### config.mk
export PLATFORM = sky130hd
export DESIGN_NAME = dense_param_loader
export DESIGN_NICKNAME = d
export VERILOG_FILES = /design/src/rtl/dense_pkg.sv /design/src/rtl/dense_idx_counter.sv /design/src/rtl/dense_param_loader.sv
export SDC_FILE = /design/constraint.sdc
export NUM_CORES = 1
export LEC_CHECK = 0
export CAP_MARGIN = 20
export CORE_AREA = 4 4 87 110
export DETAILED_ROUTE_END_ITERATION = 8
export DIE_AREA = 0 0 91 114
export HOLD_SLACK_MARGIN = 0.02
export PLACE_DENSITY = 0.77
export SYNTH_ARGS = -nofsm -noshare
export SYNTH_HDL_FRONTEND = slang
export SYNTH_SLANG_ARGS = --single-unit
### constraint.sdc
create_clock -name clk -period 2.6 [get_ports clk]
set_input_delay 0.65 -clock clk [delete_from_list [all_inputs] [get_ports clk]]
set_output_delay 0.65 -clock clk [all_outputs]
set_load 0.1 [all_outputs]
### src/rtl/dense_pkg.sv
// Shared encodings and layer sizes for the dense-layer parameter loader.
package dense_pkg;

  // Loader FSM states; the encoding is visible on the debug state port.
  typedef enum logic [2:0] {
    ST_IDLE   = 3'd0,
    ST_BIAS   = 3'd1,
    ST_WEIGHT = 3'd2,
    ST_DONE   = 3'd3,
    ST_ERR    = 3'd4
  } state_t;

  // Target array select on the write port.
  localparam logic WR_SEL_BIAS   = 1'b0;
  localparam logic WR_SEL_WEIGHT = 1'b1;

  // Dense layer geometries in the network (inputs / neurons).
  localparam int L0_NB_INPUT   = 42;
  localparam int L0_NB_NEURONS = 24;
  localparam int L1_NB_INPUT   = 24;
  localparam int L1_NB_NEURONS = 1;
  localparam int L2_NB_INPUT   = 96;
  localparam int L2_NB_NEURONS = 22;

endpackage

### src/rtl/dense_idx_counter.sv
// Nested inner/outer wrap counter with a running linear address.
// The inner index moves fastest, so the linear address equals
// outer*NB_INNER + inner without needing a multiplier.
module dense_idx_counter #(
  parameter int NB_INNER = 24,
  parameter int NB_OUTER = 42,
  parameter int ADDR_W   = 11
) (
  input  logic              clk,
  input  logic              rst_n,
  input  logic              i_clr,
  input  logic              i_inc,
  output logic [ADDR_W-1:0] o_addr,
  output logic              o_inner_last,
  output logic              o_outer_last
);

  localparam int IW = (NB_INNER > 1) ? $clog2(NB_INNER) : 1;
  localparam int OW = (NB_OUTER > 1) ? $clog2(NB_OUTER) : 1;
  localparam logic [IW-1:0] INNER_MAX = IW'(NB_INNER - 1);
  localparam logic [OW-1:0] OUTER_MAX = OW'(NB_OUTER - 1);

  logic [IW-1:0]     r_inner;
  logic [OW-1:0]     r_outer;
  logic [ADDR_W-1:0] r_addr;

  // Clear has priority; otherwise step inner, carrying into outer on wrap.
  always_ff @(posedge clk or negedge rst_n) begin
    if (!rst_n) begin
      r_inner <= '0;
      r_outer <= '0;
      r_addr  <= '0;
    end else if (i_clr) begin
      r_inner <= '0;
      r_outer <= '0;
      r_addr  <= '0;
    end else if (i_inc) begin
      r_addr <= r_addr + 1'b1;
      if (r_inner == INNER_MAX) begin
        r_inner <= '0;
        r_outer <= (r_outer == OUTER_MAX) ? '0 : r_outer + 1'b1;
      end else begin
        r_inner <= r_inner + 1'b1;
      end
    end
  end

  assign o_addr       = r_addr;
  assign o_inner_last = (r_inner == INNER_MAX);
  assign o_outer_last = (r_outer == OUTER_MAX);

endmodule

### src/rtl/dense_param_loader.sv
// Writes a serial word stream into a dense layer's bias array, then its
// weight array in the layer's read order (in_idx*NB_NEURONS + neuron_idx).
//
// Stream handshake: a word transfers on a rising edge where s_valid and
// s_ready are both high. s_ready depends only on state (BIAS or WEIGHT);
// s_valid may toggle freely and the producer holds s_data/s_last until
// the transfer. Each transferred word produces at most one write, one
// cycle later.
module dense_param_loader
  import dense_pkg::*;
#(
  parameter int FIXED      = 32,
  parameter int NB_INPUT   = 42,
  parameter int NB_NEURONS = 24,
  parameter int ADDR_W     = 11
) (
  input  logic              clk,
  input  logic              rst,
  input  logic              start,
  input  logic              s_valid,
  output logic              s_ready,
  input  logic [FIXED-1:0]  s_data,
  input  logic              s_last,
  output logic              wr_en,
  output logic              wr_sel,
  output logic [ADDR_W-1:0] wr_addr,
  output logic [FIXED-1:0]  wr_data,
  output logic              busy,
  output logic              done,
  output logic              err,
  output logic [2:0]        dbg_state
);

  state_t            r_state;
  logic              r_wr_en;
  logic              r_wr_sel;
  logic [ADDR_W-1:0] r_wr_addr;
  logic [FIXED-1:0]  r_wr_data;
  logic              r_busy;
  logic              r_done;
  logic              r_err;

  logic              w_beat;
  logic              w_final;
  logic              w_cnt_clr;
  logic              w_cnt_inc;
  logic [ADDR_W-1:0] w_addr;
  logic              w_inner_last;
  logic              w_outer_last;

  dense_idx_counter #(
    .NB_INNER (NB_NEURONS),
    .NB_OUTER (NB_INPUT),
    .ADDR_W   (ADDR_W)
  ) u_idx (
    .clk          (clk),
    .rst_n        (rst),
    .i_clr        (w_cnt_clr),
    .i_inc        (w_cnt_inc),
    .o_addr       (w_addr),
    .o_inner_last (w_inner_last),
    .o_outer_last (w_outer_last)
  );

  // Handshake and counter control; the counter restarts at each load and
  // again at the bias-to-weight boundary so weights begin at address 0.
  always_comb begin
    s_ready   = (r_state == ST_BIAS) || (r_state == ST_WEIGHT);
    w_beat    = s_valid && s_ready;
    w_final   = w_inner_last && w_outer_last;
    w_cnt_clr = 1'b0;
    w_cnt_inc = 1'b0;
    case (r_state)
      ST_IDLE, ST_ERR: w_cnt_clr = start;
      ST_BIAS: begin
        if (w_beat && !s_last) begin
          w_cnt_clr = w_inner_last;
          w_cnt_inc = !w_inner_last;
        end
      end
      ST_WEIGHT: w_cnt_inc = w_beat && (!s_last || w_final);
      default: ;
    endcase
  end

  // Loader FSM with registered write port and status outputs.
  always_ff @(posedge clk or negedge rst) begin
    if (!rst) begin
      r_state   <= ST_IDLE;
      r_wr_en   <= 1'b0;
      r_wr_sel  <= WR_SEL_BIAS;
      r_wr_addr <= '0;
      r_wr_data <= '0;
      r_busy    <= 1'b0;
      r_done    <= 1'b0;
      r_err     <= 1'b0;
    end else begin
      r_wr_en <= 1'b0;
      r_done  <= 1'b0;
      case (r_state)
        ST_IDLE, ST_ERR: begin
          if (start) begin
            r_state <= ST_BIAS;
            r_busy  <= 1'b1;
            r_err   <= 1'b0;
          end
        end
        ST_BIAS: begin
          if (w_beat) begin
            if (s_last) begin
              r_state <= ST_ERR;
              r_err   <= 1'b1;
              r_busy  <= 1'b0;
            end else begin
              r_wr_en   <= 1'b1;
              r_wr_sel  <= WR_SEL_BIAS;
              r_wr_addr <= w_addr;
              r_wr_data <= s_data;
              if (w_inner_last) r_state <= ST_WEIGHT;
            end
          end
        end
        ST_WEIGHT: begin
          if (w_beat) begin
            if (s_last && !w_final) begin
              r_state <= ST_ERR;
              r_err   <= 1'b1;
              r_busy  <= 1'b0;
            end else begin
              r_wr_en   <= 1'b1;
              r_wr_sel  <= WR_SEL_WEIGHT;
              r_wr_addr <= w_addr;
              r_wr_data <= s_data;
              if (w_final) begin
                if (s_last) begin
                  r_state <= ST_DONE;
                end else begin
                  r_state <= ST_ERR;
                  r_err   <= 1'b1;
                  r_busy  <= 1'b0;
                end
              end
            end
          end
        end
        ST_DONE: begin
          r_done  <= 1'b1;
          r_busy  <= 1'b0;
          r_state <= ST_IDLE;
        end
        default: r_state <= ST_IDLE;
      endcase
    end
  end

  assign wr_en     = r_wr_en;
  assign wr_sel    = r_wr_sel;
  assign wr_addr   = r_wr_addr;
  assign wr_data   = r_wr_data;
  assign busy      = r_busy;
  assign done      = r_done;
  assign err       = r_err;
  assign dbg_state = r_state;

endmodule

; ---- Word-level counts from Yosys, hierarchy flattened
; Index checks and enable logic that the tools add are counted.
[classes]
n_eq_ne = 15
muxes = 58
n_reduce_logical = 22
addsub = 3
[op_table]
columns = cell, n
row1 = 2-to-1 mux 32 bit, 4
row2 = 2-to-1 mux 11 bit, 6
row3 = case mux 32 bit (2 select lines), 1
row4 = 2-to-1 mux 1 bit, 24
row5 = 2-to-1 mux 3 bit, 8
row6 = 2-to-1 mux 6 bit, 4
row7 = case mux 11 bit (2 select lines), 1
row8 = 2-to-1 mux 5 bit, 3
row9 = AND reduction 7 bit, 2
row10 = inequality test 2 bit (second input constant), 6
row11 = adder 11 x 1 -> 11 bit (second input constant), 1
row12 = AND reduction 5 bit, 2
row13 = case mux 3 bit (3 select lines), 1
row14 = case mux 1 bit (2 select lines), 4
row15 = adder 6 x 1 -> 6 bit (second input constant), 1
row16 = equality test 3 x 2 -> 1 bit (second input constant), 2
row17 = equality test 6 bit (second input constant), 1
row18 = inequality test 3 x 2 -> 1 bit (second input constant), 2
row19 = nonzero test 2 bit, 3
row20 = adder 5 x 1 -> 5 bit (second input constant), 1
row21 = equality test 5 bit (second input constant), 1
row22 = logical AND 1 bit, 5
row23 = case mux 1 bit (4 select lines), 1
row24 = nonzero test 4 bit, 1
row25 = other kinds (10), 13
[totals]
input_bits = 37
output_inout_bits = 52
ff_bits = 73

; ---- Longest topological paths before layout
; Gate-level depths: netlist of the first run.
[logic_depth]
word_depth = 8
ltp_mapped = 9
mapped_depth_nobuf = 7

; ---- Cells and area by module
; From an unflattened synthesis of the first run, not the netlist that was laid out.
[unflattened]
cells_unflattened = 276
hier_area_um2 = 3470.8
[modules_own_cells]
columns = module, seq_area_each_um2, area_each_um2, cells_each, instances
row1 = dense_param_loader, 1276.2, 2342.2, 162, 1
row2 = dense_idx_counter, 550.5, 1128.6, 114, 1

; ---- Worst setup path before layout of the first run
; No wires, ideal clock.
[synth_path]
path_type = register to output
startpoint = reg r_state[1], in the netlist dbg_state[1]
endpoint = out s_ready
arrival_time_ns = 2.575
path_stages_with_launch = 4
required_ns = 1.950
slack_ns = -0.625
path_cell_list = dfrtp_1 > buf_6 > xnor2_1 > nor2_1
[synth_between]
elab_chain_len = 2
elab_cells_between_ends = 3
classes_between = eq/ne: 2 / reduce/logical: 1
[synth_lines]
columns = item, line_no
row1 = start: declaration, dense_param_loader.sv:34  ; state_t r_state;
row2 = start signal: assignment, dense_param_loader.sv:89  ; r_state <= ST_IDLE;
row3 = start signal: assignment, dense_param_loader.sv:103  ; r_state <= ST_BIAS;
row4 = start signal: assignment, dense_param_loader.sv:111  ; r_state <= ST_ERR;
row5 = equality test 3 x 1 -> 1 bit or equality test 3 x 2 -> 1 bit (tied branches), dense_param_loader.sv:68  ; s_ready = (r_state == ST_BIAS) || (r_state == ST_WEIGHT);
row6 = logical OR 1 bit *, dense_param_loader.sv:68
row7 = end: declaration, dense_param_loader.sv:21  ; output logic s_ready,
; Mark *: on every way between the ends. The rest lies on a longest branch, timed or not.

; ---- Worst setup path in the final report of the first run
[layout_path]
startpoint = reg u_idx.r_outer[1]
endpoint = reg r_wr_addr[8], in the netlist wr_addr[8]
[layout_between]
elab_chain_len = 6
[layout_lines]
columns = item, line_no
row1 = start: declaration, dense_idx_counter.sv:24  ; logic [OW-1:0] r_outer;
row2 = start signal: assignment, dense_idx_counter.sv:41  ; r_outer <= (r_outer == OUTER_MAX) ? '0 : r_outer + 1'b1;
row3 = equality test 6 bit, dense_idx_counter.sv:50  ; assign o_outer_last = (r_outer == OUTER_MAX);
row4 = logical AND 1 bit, dense_param_loader.sv:70  ; w_final = w_inner_last && w_outer_last;
row5 = zero test 1 bit, dense_param_loader.sv:125  ; if (s_last && !w_final) begin
row6 = logical AND 1 bit, dense_param_loader.sv:125
row7 = inequality test 2 bit (no line), --
row8 = AND reduction 5 bit (no line), --
row9 = end signal: assignment, dense_param_loader.sv:117  ; r_wr_addr <= w_addr;
row10 = end signal: assignment, dense_param_loader.sv:132  ; r_wr_addr <= w_addr;
row11 = end: declaration, dense_param_loader.sv:37  ; logic [ADDR_W-1:0] r_wr_addr;
; Every way passes these cells.
; A chain may end at the register's enable or synchronous reset.

==> flow_metrics.env, run 1 <==
export IMPL_rows=38
export IMPL_fin_crit_sh_pct=88.4
export IMPL_yosysWarnings=0
export IMPL_rsz0062_at_grt="false"
export IMPL_finalSetupViolations=0
export IMPL_path_cells="inv_1 > ha_1 > nand4b_1 > nor3_4 > nand2b_1 > a31oi_4 > buf_12 > mux2_1"
export IMPL_place_hpwl_um=5550
export IMPL_port_buffers=88
export IMPL_seq_area_frac_synth_pct=54.5
export IMPL_clk_pin_slew_worst_paths_ns=0.08
export IMPL_die_h_um=114
export IMPL_numCtsBuffers=9
export IMPL_dr_pass1_iters=4
export IMPL_fillers=749
export IMPL_h_tree_depth=3
export IMPL_diodes=0
export IMPL_wire_per_inst_um=15.1
export IMPL_cts_root_buf="clkbuf_8"
export IMPL_syn_avg_cell_area_um2=12.1
export IMPL_synth_top_family_by_area="multiplexers"
export IMPL_start_kind="flop"
export IMPL_drt_iter0_markers=98
export IMPL_synth_edff_count=0
export IMPL_vias=2550
export IMPL_clock_latency_ns=0.34
export IMPL_gp_congestion=0.882
export IMPL_yosysTopAreaCell="dfrtp_1"
export IMPL_slowest_delay_ns=0.40
export IMPL_postCtsSetupBuffers=0
export IMPL_cp_max_fo=44
export IMPL_fmax_mhz=435
export IMPL_hold_viol_final=0
export IMPL_overflow=0
export IMPL_io_pins=89
export IMPL_vias_per_cell=5.25
export IMPL_ys_flop_type="dfrtp_1"
export IMPL_yosysMostFrequentCell="dfrtp_1"
export IMPL_arrival_ns=2.51
export IMPL_drive_gt1_share_pct=34.5
export IMPL_synth_xor_xnor_area_share_pct=1.31
export IMPL_clockBufferDepth=2
export IMPL_synth_top_cell_area_share_pct=54.5
export IMPL_final_setup_tns_ns=0
export IMPL_drc=0
export IMPL_synth_adder_area_share_pct=1.49
export IMPL_endpoint_kind="flop"
export IMPL_cts_tree="done"
export IMPL_ys_ff_latch=73
export IMPL_grt_pass1_wl_um=12400
export IMPL_place_area_um2=4340
export IMPL_area_growth_pct=36.0
export IMPL_synth_simple_area_share_pct=14.1
export IMPL_yosys_top_cells_area="dfrtp_1 (55%), mux2_2 (12%), mux2_1 (2.7%)"
export IMPL_grt_use_total_pct=14.8
export IMPL_ys_types=57
export IMPL_worst_slew_pin_slew_ns=0.550
export IMPL_multiInputGateArea_um2=1450
export IMPL_criticalPathCategory="flop to flop"
export IMPL_nets=423
export IMPL_die_x_um=91
export IMPL_syn_inst=276
export IMPL_syn_area_um2=3350
export IMPL_hold_path_class="input port to asynchronous set/reset pin"
export IMPL_die_area_um2=10400
export IMPL_finClkSkew_ns=0.00901
export IMPL_status="complete, no violations"
export IMPL_antenna_found_initial=0
export IMPL_design_area_um2=4560
export IMPL_ff_latch_area_um2=1830
export IMPL_core_um2=8560
export IMPL_postCtsHoldBufs=0
export IMPL_cp_required_ns=2.82
export IMPL_synth_compound_area_share_pct=10.0
export IMPL_synthArstFlopShare_pct=100
export IMPL_slowest_stage="nor3_4"
export IMPL_cts_resized=0
export IMPL_antenna_left=0
export IMPL_relSlewSlack_pct=62.8
export IMPL_synthesis_nets=317
export IMPL_period_minus_slack_ns=2.30
export IMPL_synthMuxAreaShare_pct=15.9
export IMPL_drv_cap=0
export IMPL_netlist_top_cells_count="dfrtp_1 (73), mux2_2 (35), nand2_1 (21)"
export IMPL_grt_max_degree=45
export IMPL_drv_slew=0
export IMPL_initial_core_util_pct=39.2
export IMPL_cts_num_sinks=73
export IMPL_grt_pass1_vias=2564
export IMPL_drt_wl_total_um=7340
[worst max-delay path, delay by kind of cell, from the launching register on]
kind	cells	cell delay, ns
buffers and inverters	2	0.28
AOI/OAI and AO/OA	1	0.11
DFF	1	0.39
adders and majority gates	1	0.15
and+or+nand+nor	3	0.91
muxes	1	0.33
[cells in the final DEF (no fill, tap or decap), types with 4 or more instances in the layout]
master and instances:
nor3_1 5, mux2i_1 5, nor2_1 13, ha_1 4, buf_4 69, inv_1 5, nand3_1 13, o211ai_1 5
dfrtp_1 72, clkdlybuf4s50_1 35, clkbuf_8 10, a21oi_1 12, a31oi_1 5, or4_1 4, o21ai_0 6, nand2_1 21
mux2_2 35, mux2_1 8
[per-stage QoR]
| step | std cells | util (%) | setup WS, ns | hold slack (ns) |
|---|---|---|---|---|
| after floorplan | 276 | - | 0.0374 | 0.354 |
| after global placement | 471 | 50.7 | 0.0671 | 0.471 |
| after detailed placement | 471 | 50.7 | 0.0147 | 0.474 |
| after CTS | 486 | 53.2 | 0.290 | 0.329 |
| after global routing | 486 | 53.2 | 0.199 | 0.330 |
| final | 486 | 53.2 | 0.302 | 0.327 |
[kinds of logic after synthesis]
logic type               Yosys count
AO/OA/AOI/OAI                     49
XOR/XNOR                           5
adder cells (fa/ha/maj)            4
multiplexers                      48
buffers and inverters             17
AND/OR/NAND/NOR                   80
flip-flops                        73
[final timing paths]
check / startpoint / endpoint / slack (ns) / cells after the start
hold reg to reg: err / err / 0.49 / 1
setup / recovery: u_idx.r_outer[1] / wr_addr[8] / 0.30 / 8
min in group clk: err / err / 0.49 / 1
setup reg to reg: u_idx.r_outer[1] / wr_addr[8] / 0.30 / 8
max in group asynchronous: rst / u_idx.r_inner[0] / 1.81 / 2
hold / removal: rst / wr_data[14] / 0.33 / 2
[metal layers]
layer	routed length [um]	share of wire, %	up-vias	global-route usage, %
met5	0	0	-	0
met4	110	1.5	0	5.13
met3	357	4.9	10	4.09
met2	3800	52	74	26.0
met1	3070	42	1240	17.5
li1	-	-	1226	-
[state kept, by name (all words and copies together) (netlist names)]
name           count
wr_sel             1
wr_en              1
wr_data           32
u_idx.o_addr      11
busy               1
u_idx.r_inner      5
dbg_state          3
done               1
wr_addr           11
u_idx.r_outer      6
err                1
[layout make-up]
class                   count  share of cell area (%)
inverters                   5                   0.412
repair buffers            107                    20.0
well taps                 100                    2.75
multi-input cells         186                    31.9
flip-flops and latches     73                    40.1
clock buffers              11                    3.10
clock inverters             4                    1.70
Power of run 1 is not shown: default switching activity piles up to over one toggle a cycle in this logic, so the estimate is an artifact.
==> inputs of run 2 (changes only) <==
Settings changed: CORE_AREA 4 4 87 110 to 4 4 89 112, DIE_AREA 0 0 91 114 to 0 0 93 116, PLACE_DENSITY 0.77 to 0.78, SYNTH_HIERARCHICAL set to 1.
Clock period 2.6 ns to 2 ns, I/O delays scaled along.
==> flow_metrics.env, run 2 <==
export IMPL_status="complete, but fails checks"
export IMPL_violations="negative setup slack"
export IMPL_synth_edff_count=0
export IMPL_relSlewSlack_pct=66.2
export IMPL_nets=466
export IMPL_syn_avg_cell_area_um2=12.6
export IMPL_clk_pin_slew_worst_paths_ns=0.06
export IMPL_netlist_top_cells_count="dfrtp_1 (73), mux2_4 (39), nor2_1 (26)"
export IMPL_hold_path_class="input port to asynchronous set/reset pin"
export IMPL_layout_setup_ws_ns=-0.342
export IMPL_yosysWarnings=6
export IMPL_io_pins=89
export IMPL_crit_path_start="u_idx/r_outer[1]"
export IMPL_drc=0
export IMPL_fmax_mhz=427
export IMPL_syn_area_um2=3470
export IMPL_antenna_found_initial=0
export IMPL_ys_types=52
export IMPL_port_buffers=88
export IMPL_clockBufferDepth=2
export IMPL_die_h_um=116
export IMPL_gp_congestion=0.869
export IMPL_synth_top_cell_area_share_pct=52.6
export IMPL_die_area_um2=10800
export IMPL_design_area_um2=6110
export IMPL_syn_inst=276
export IMPL_cp_top_family="simple AND/OR/NAND/NOR gates"
export IMPL_worstReg2RegStart="u_idx/r_outer[1]"
export IMPL_core_um2=8980
export IMPL_grt_max_degree=43
export IMPL_worst_slew_pin_slew_ns=0.507
export IMPL_cts_tree="done"
export IMPL_grt_pass1_wl_um=15100
export IMPL_final_setup_tns_ns=-12.18
export IMPL_die_x_um=93
export IMPL_final_cells=552
export IMPL_drv_cap=0
export IMPL_place_hpwl_um=6200
export IMPL_antenna_left=0
export IMPL_pre_cts_slack_ns=-0.449
export IMPL_criticalPathCategory="flop to flop"
export IMPL_grt_pass1_vias=3031
export IMPL_crit_cells=14
export IMPL_max_vdd_ir_drop_mv=1.25
export IMPL_place_area_um2=5160
export IMPL_endpoint_kind="flop"
export IMPL_vias=2845
export IMPL_clock_latency_ns=0.33
export IMPL_hold_viol_final=0
export IMPL_drt_iter0_markers=130
export IMPL_rrSetupSlack_ns=-0.34
export IMPL_path_buf_inv=4
export IMPL_finalSetupViolations=66
export IMPL_cts_root_buf="clkbuf_16"
export IMPL_cp_required_ns=2.20
export IMPL_fin_crit_sh_pct=117
export IMPL_final_common_cell="dfrtp_1"
export IMPL_vias_per_cell=5.15
export IMPL_h_tree_depth=3
export IMPL_wire_per_inst_um=18.6
export IMPL_yosysMostFrequentCell="dfrtp_1"
export IMPL_arrival_ns=2.54
export IMPL_start_kind="flop"
export IMPL_dr_pass1_iters=4
export IMPL_rows=39
export IMPL_initial_core_util_pct=38.7
export IMPL_diodes=0
export IMPL_leakage_uw=0.00287
export IMPL_drive_gt1_share_pct=52.4
export IMPL_seq_area_frac_synth_pct=52.6
export IMPL_numCtsBuffers=9
export IMPL_drv_slew=0
export IMPL_r2r_cells=14
export IMPL_period_minus_slack_ns=2.34
export IMPL_ys_ff_latch=73
export IMPL_cts_num_sinks=73
export IMPL_grt_use_total_pct=18.0
export IMPL_crit_end="u_idx/r_outer[5]"
export IMPL_drt_wl_total_um=10300
export IMPL_synthArstFlopShare_pct=100
export IMPL_regToRegEndpoint="u_idx/r_outer[5]"
export IMPL_path_cells="inv_1 > ha_2 > and4bb_1 > and2_4 > nand2_4 > nand2_2 > nand2_2 > a21oi_4 > buf_4 > nand2_4 > buf_4 > buf_6 > o21ai_1 > a21oi_2"
export IMPL_slowest_stage="dfrtp_1"
export IMPL_yosysTopAreaCell="dfrtp_1"
export IMPL_power_density_nw_per_um2=1830
export IMPL_largest_reg_flops=32
export IMPL_slowest_delay_ns=0.38
export IMPL_finClkSkew_ns=0.00805
export IMPL_synthesis_nets=317
export IMPL_cp_max_fo=6
export IMPL_area_growth_pct=76.0
export IMPL_overflow=0
export IMPL_ys_flop_type="dfrtp_1"
export IMPL_dp_cells=512
export IMPL_rsz0062_at_grt="true"
export IMPL_layout_common_cells="dfrtp_1 (70), buf_4 (54), buf_12 (46)"
export IMPL_yosys_top_cells_area="dfrtp_1 (53%), mux2_4 (17%), nor2_1 (2.8%)"
[run 2: changes by cell type in the layout (fill, tap and decap cells not counted), moves of 7 or more]
cell / change
mux2_4: +44
buf_6: +11
a21oi_1: -7
mux2_2: -35
buf_4: -15
buf_12: +44
nor2_1: +11
clkbuf_16: +11
nand2_1: -14
nand3_1: -9
clkbuf_8: -10
mux2_1: -8
[run 2: repair_timing]
item / CTS / global route
hold endpoints to repair: 0 / 0
hold buffers: 0 / 0
pin swaps: 16 / 20
cloned: 5 / 2
endpoints found under the setup margin: 63 / 70
setup buffers: 15 / 7
gates resized for setup: 31 / 35
[run 2: final cells by class]
class / count / area, um2
Inverter: 5 / 21.3
Sequential cell: 73 / 1840
Fill cell: 618 / 2870
Multi-Input combinational cell: 185 / 1820
Tap cell: 123 / 154
Clock buffer: 9 / 225
Clock inverter: 6 / 115
Timing Repair Buffer: 151 / 1930
[run 2: worst min path at each step]
stage               from           end  slack (ns)  cells after the start
global placement     rst  dbg_state[2]        0.46                      1
CTS                  rst  dbg_state[2]        0.12                      1
detailed placement   rst  dbg_state[2]        0.47                      1
global route         rst  dbg_state[2]        0.14                      1
floorplan            rst          busy        0.20                      0
finish               rst  dbg_state[2]        0.11                      1
[run 2: cells by family (layout without fill, tap and decap cells)]
kind of cell | count (synthesis) | count (layout) | share of synthesized area (%)
flip-flops | 73 | 73 | 52.6
buffers and inverters | 18 | 171 | 3.14
adder cells (fa/ha/maj) | 4 | 4 | 1.44
multiplexers | 45 | 45 | 18.8
AO/OA/AOI/OAI | 46 | 46 | 9.23
XOR/XNOR | 11 | 11 | 2.78
AND/OR/NAND/NOR | 79 | 79 | 12.0
[run 2: metrics by stage]
stage                     utilization (%)  hold slack (ns)  power, uW
after floorplan                         -            0.204       6570
after global placement               57.5            0.463       8620
after detailed placement             57.5            0.469       8720
after CTS                            66.0            0.116      11000
after global routing                 68.0            0.142      11500
final                                68.0            0.109      11200
[run 2: routing by layer]
metal  wire length, um  up-vias  track usage (%)
met4               309        0             6.45
met2              5720       98             33.0
met1              3760     1439             20.6
met3               471       23             3.83
met5                 0        -                0
li1                  -     1285                -
[run 2: power breakdown]
part           total (uW)  internal, uW  switching, uW
Clock                1840          1220            621
Combinational        6970          2680           4300
Sequential           2370          1930            437
Note: power is estimated with default switching activity, not from simulation.
==> inputs of run 3 (changes only) <==
Settings changed: CAP_MARGIN 20 to 10, PLACE_DENSITY 0.78 to 0.68.
==> flow_metrics.env, run 3 (synthesized netlist as in run 2, its figures left out) <==
export IMPL_status="complete, but fails checks"
export IMPL_violations="negative setup slack"
export IMPL_drt_wl_total_um=9530
export IMPL_diodes=0
export IMPL_max_vdd_ir_drop_mv=1.23
export IMPL_postCtsHoldBufs=0
export IMPL_ff_latch_area_um2=1840
export IMPL_drc=0
export IMPL_pre_cts_slack_ns=-0.498
export IMPL_clockBufferDepth=2
export IMPL_cts_tree="done"
export IMPL_nets=467
export IMPL_drt_iter0_markers=106
export IMPL_rsz0062_at_grt="true"
export IMPL_layout_setup_ws_ns=-0.260
export IMPL_power_density_nw_per_um2=1800
export IMPL_drive_gt1_share_pct=52.6
export IMPL_total_power_uw=10700
export IMPL_die_x_um=93
export IMPL_largest_reg_flops=32
export IMPL_final_util_pct=66.3
export IMPL_arrival_ns=2.47
export IMPL_drv_slew=0
export IMPL_clock_latency_ns=0.32
export IMPL_rrSetupSlack_ns=-0.26
export IMPL_die_h_um=116
export IMPL_cp_required_ns=2.21
export IMPL_wire_per_inst_um=17.2
export IMPL_h_tree_depth=3
export IMPL_grt_pass1_vias=2977
export IMPL_endpoint_kind="flop"
export IMPL_leakage_uw=0.00277
export IMPL_start_kind="flop"
export IMPL_fin_crit_sh_pct=113
export IMPL_antenna_found_initial=0
export IMPL_gp_congestion=0.842
export IMPL_final_common_cell="dfrtp_1"
export IMPL_io_pins=89
export IMPL_initial_core_util_pct=38.7
export IMPL_rows=39
export IMPL_finalSetupViolations=63
export IMPL_area_growth_pct=71.4
export IMPL_place_hpwl_um=5670
export IMPL_dr_pass1_iters=4
export IMPL_fmax_mhz=442
export IMPL_grt_use_total_pct=17.3
export IMPL_antenna_left=0
export IMPL_drv_cap=0
export IMPL_die_area_um2=10800
export IMPL_multiInputGateArea_um2=1810
export IMPL_port_buffers=88
export IMPL_vias=2828
export IMPL_layout_common_cells="dfrtp_1 (70), buf_4 (62), mux2_4 (44)"
export IMPL_relSlewSlack_pct=73.3
export IMPL_design_area_um2=5950
export IMPL_place_area_um2=5120
export IMPL_grt_pass1_wl_um=14700
export IMPL_worst_slew_pin_slew_ns=0.400
export IMPL_cts_root_buf="clkbuf_16"
export IMPL_vias_per_cell=5.11
export IMPL_cts_num_sinks=73
export IMPL_hold_viol_final=0
export IMPL_period_minus_slack_ns=2.26
export IMPL_cp_max_fo=5
export IMPL_numCtsBuffers=9
export IMPL_criticalPathCategory="flop to flop"
export IMPL_fillers=652
export IMPL_fin_hold_ws_ns=0.183
export IMPL_hold_path_class="input port to asynchronous set/reset pin"
export IMPL_grt_max_degree=74
export IMPL_overflow=0
export IMPL_finClkSkew_ns=0.00498
export IMPL_core_um2=8980
export IMPL_clk_pin_slew_worst_paths_ns=0.06
run 3: changes by cell type in the layout (fill, tap and decap cells not counted), sizes merged:
cell | previous run | this run
buf | 114 | 116
bufinv | 3 | 1
clkbuf | 11 | 10
clkinvlp | 1 | 4
inv | 7 | 6
run 3: area by class of cell:
class / instances / area share (%)
Sequential cell: 73 / 30.9
Timing Repair Buffer: 152 / 30.9
Multi-Input combinational cell: 185 / 30.4
Clock buffer: 9 / 3.78
Tap cell: 123 / 2.59
Clock inverter: 6 / 1.16
Inverter: 5 / 0.357
run 3: final timing paths:
path / end / cells after the start / from
worst max-delay path: u_idx/o_addr[4] / 10 / u_idx/r_inner[1]
worst min-delay path: wr_data[0] / 2 / rst
worst max register to register: u_idx/o_addr[4] / 10 / u_idx/r_inner[1]
worst min register to register: wr_data[25] / 1 / wr_data[25]
max in group asynchronous: dbg_state[0] / 2 / rst
min in group clk: wr_data[25] / 1 / wr_data[25]
run 3: worst max-delay path: stages, from the launching register on:
cell and delay [ns]:
dfrtp_1 0.39, ha_2 0.20, and4b_2 0.26, or3_4 0.35, a21oi_4 0.21, buf_12 0.14, o211a_1 0.23, buf_4 0.13
nand2_1 0.05, xor2_1 0.13, nor2_1 0.05
run 3: through the flow:
step                cells  TNS [ns]
floorplan             276     -1.44
global placement      517    -15.08
detailed placement    517    -18.32
CTS                   549     -7.43
global route          553    -11.90
finish                553     -6.76
run 3: report_power, final:
group	switching [uW]	internal (uW)	leakage [uW]
registers	379	1930	0.000940
clock network	618	962	0.000130
logic	4250	2540	0.00170
run 3: layer usage:
metal | routed length [um] | global-route usage, % | vias up
met5 | 0 | 0 | -
li1 | - | - | 1286
met4 | 235 | 5.87 | 0
met2 | 5180 | 31.7 | 91
met3 | 472 | 4.03 | 20
met1 | 3650 | 19.8 | 1431
run 3: what timing repair did:
action,in CTS,in global routing
pin swaps,16,11
endpoints found under the hold margin,0,0
setup endpoints to repair,66,70
gates resized for setup,40,28
cloned,4,1
buffers inserted,13,5
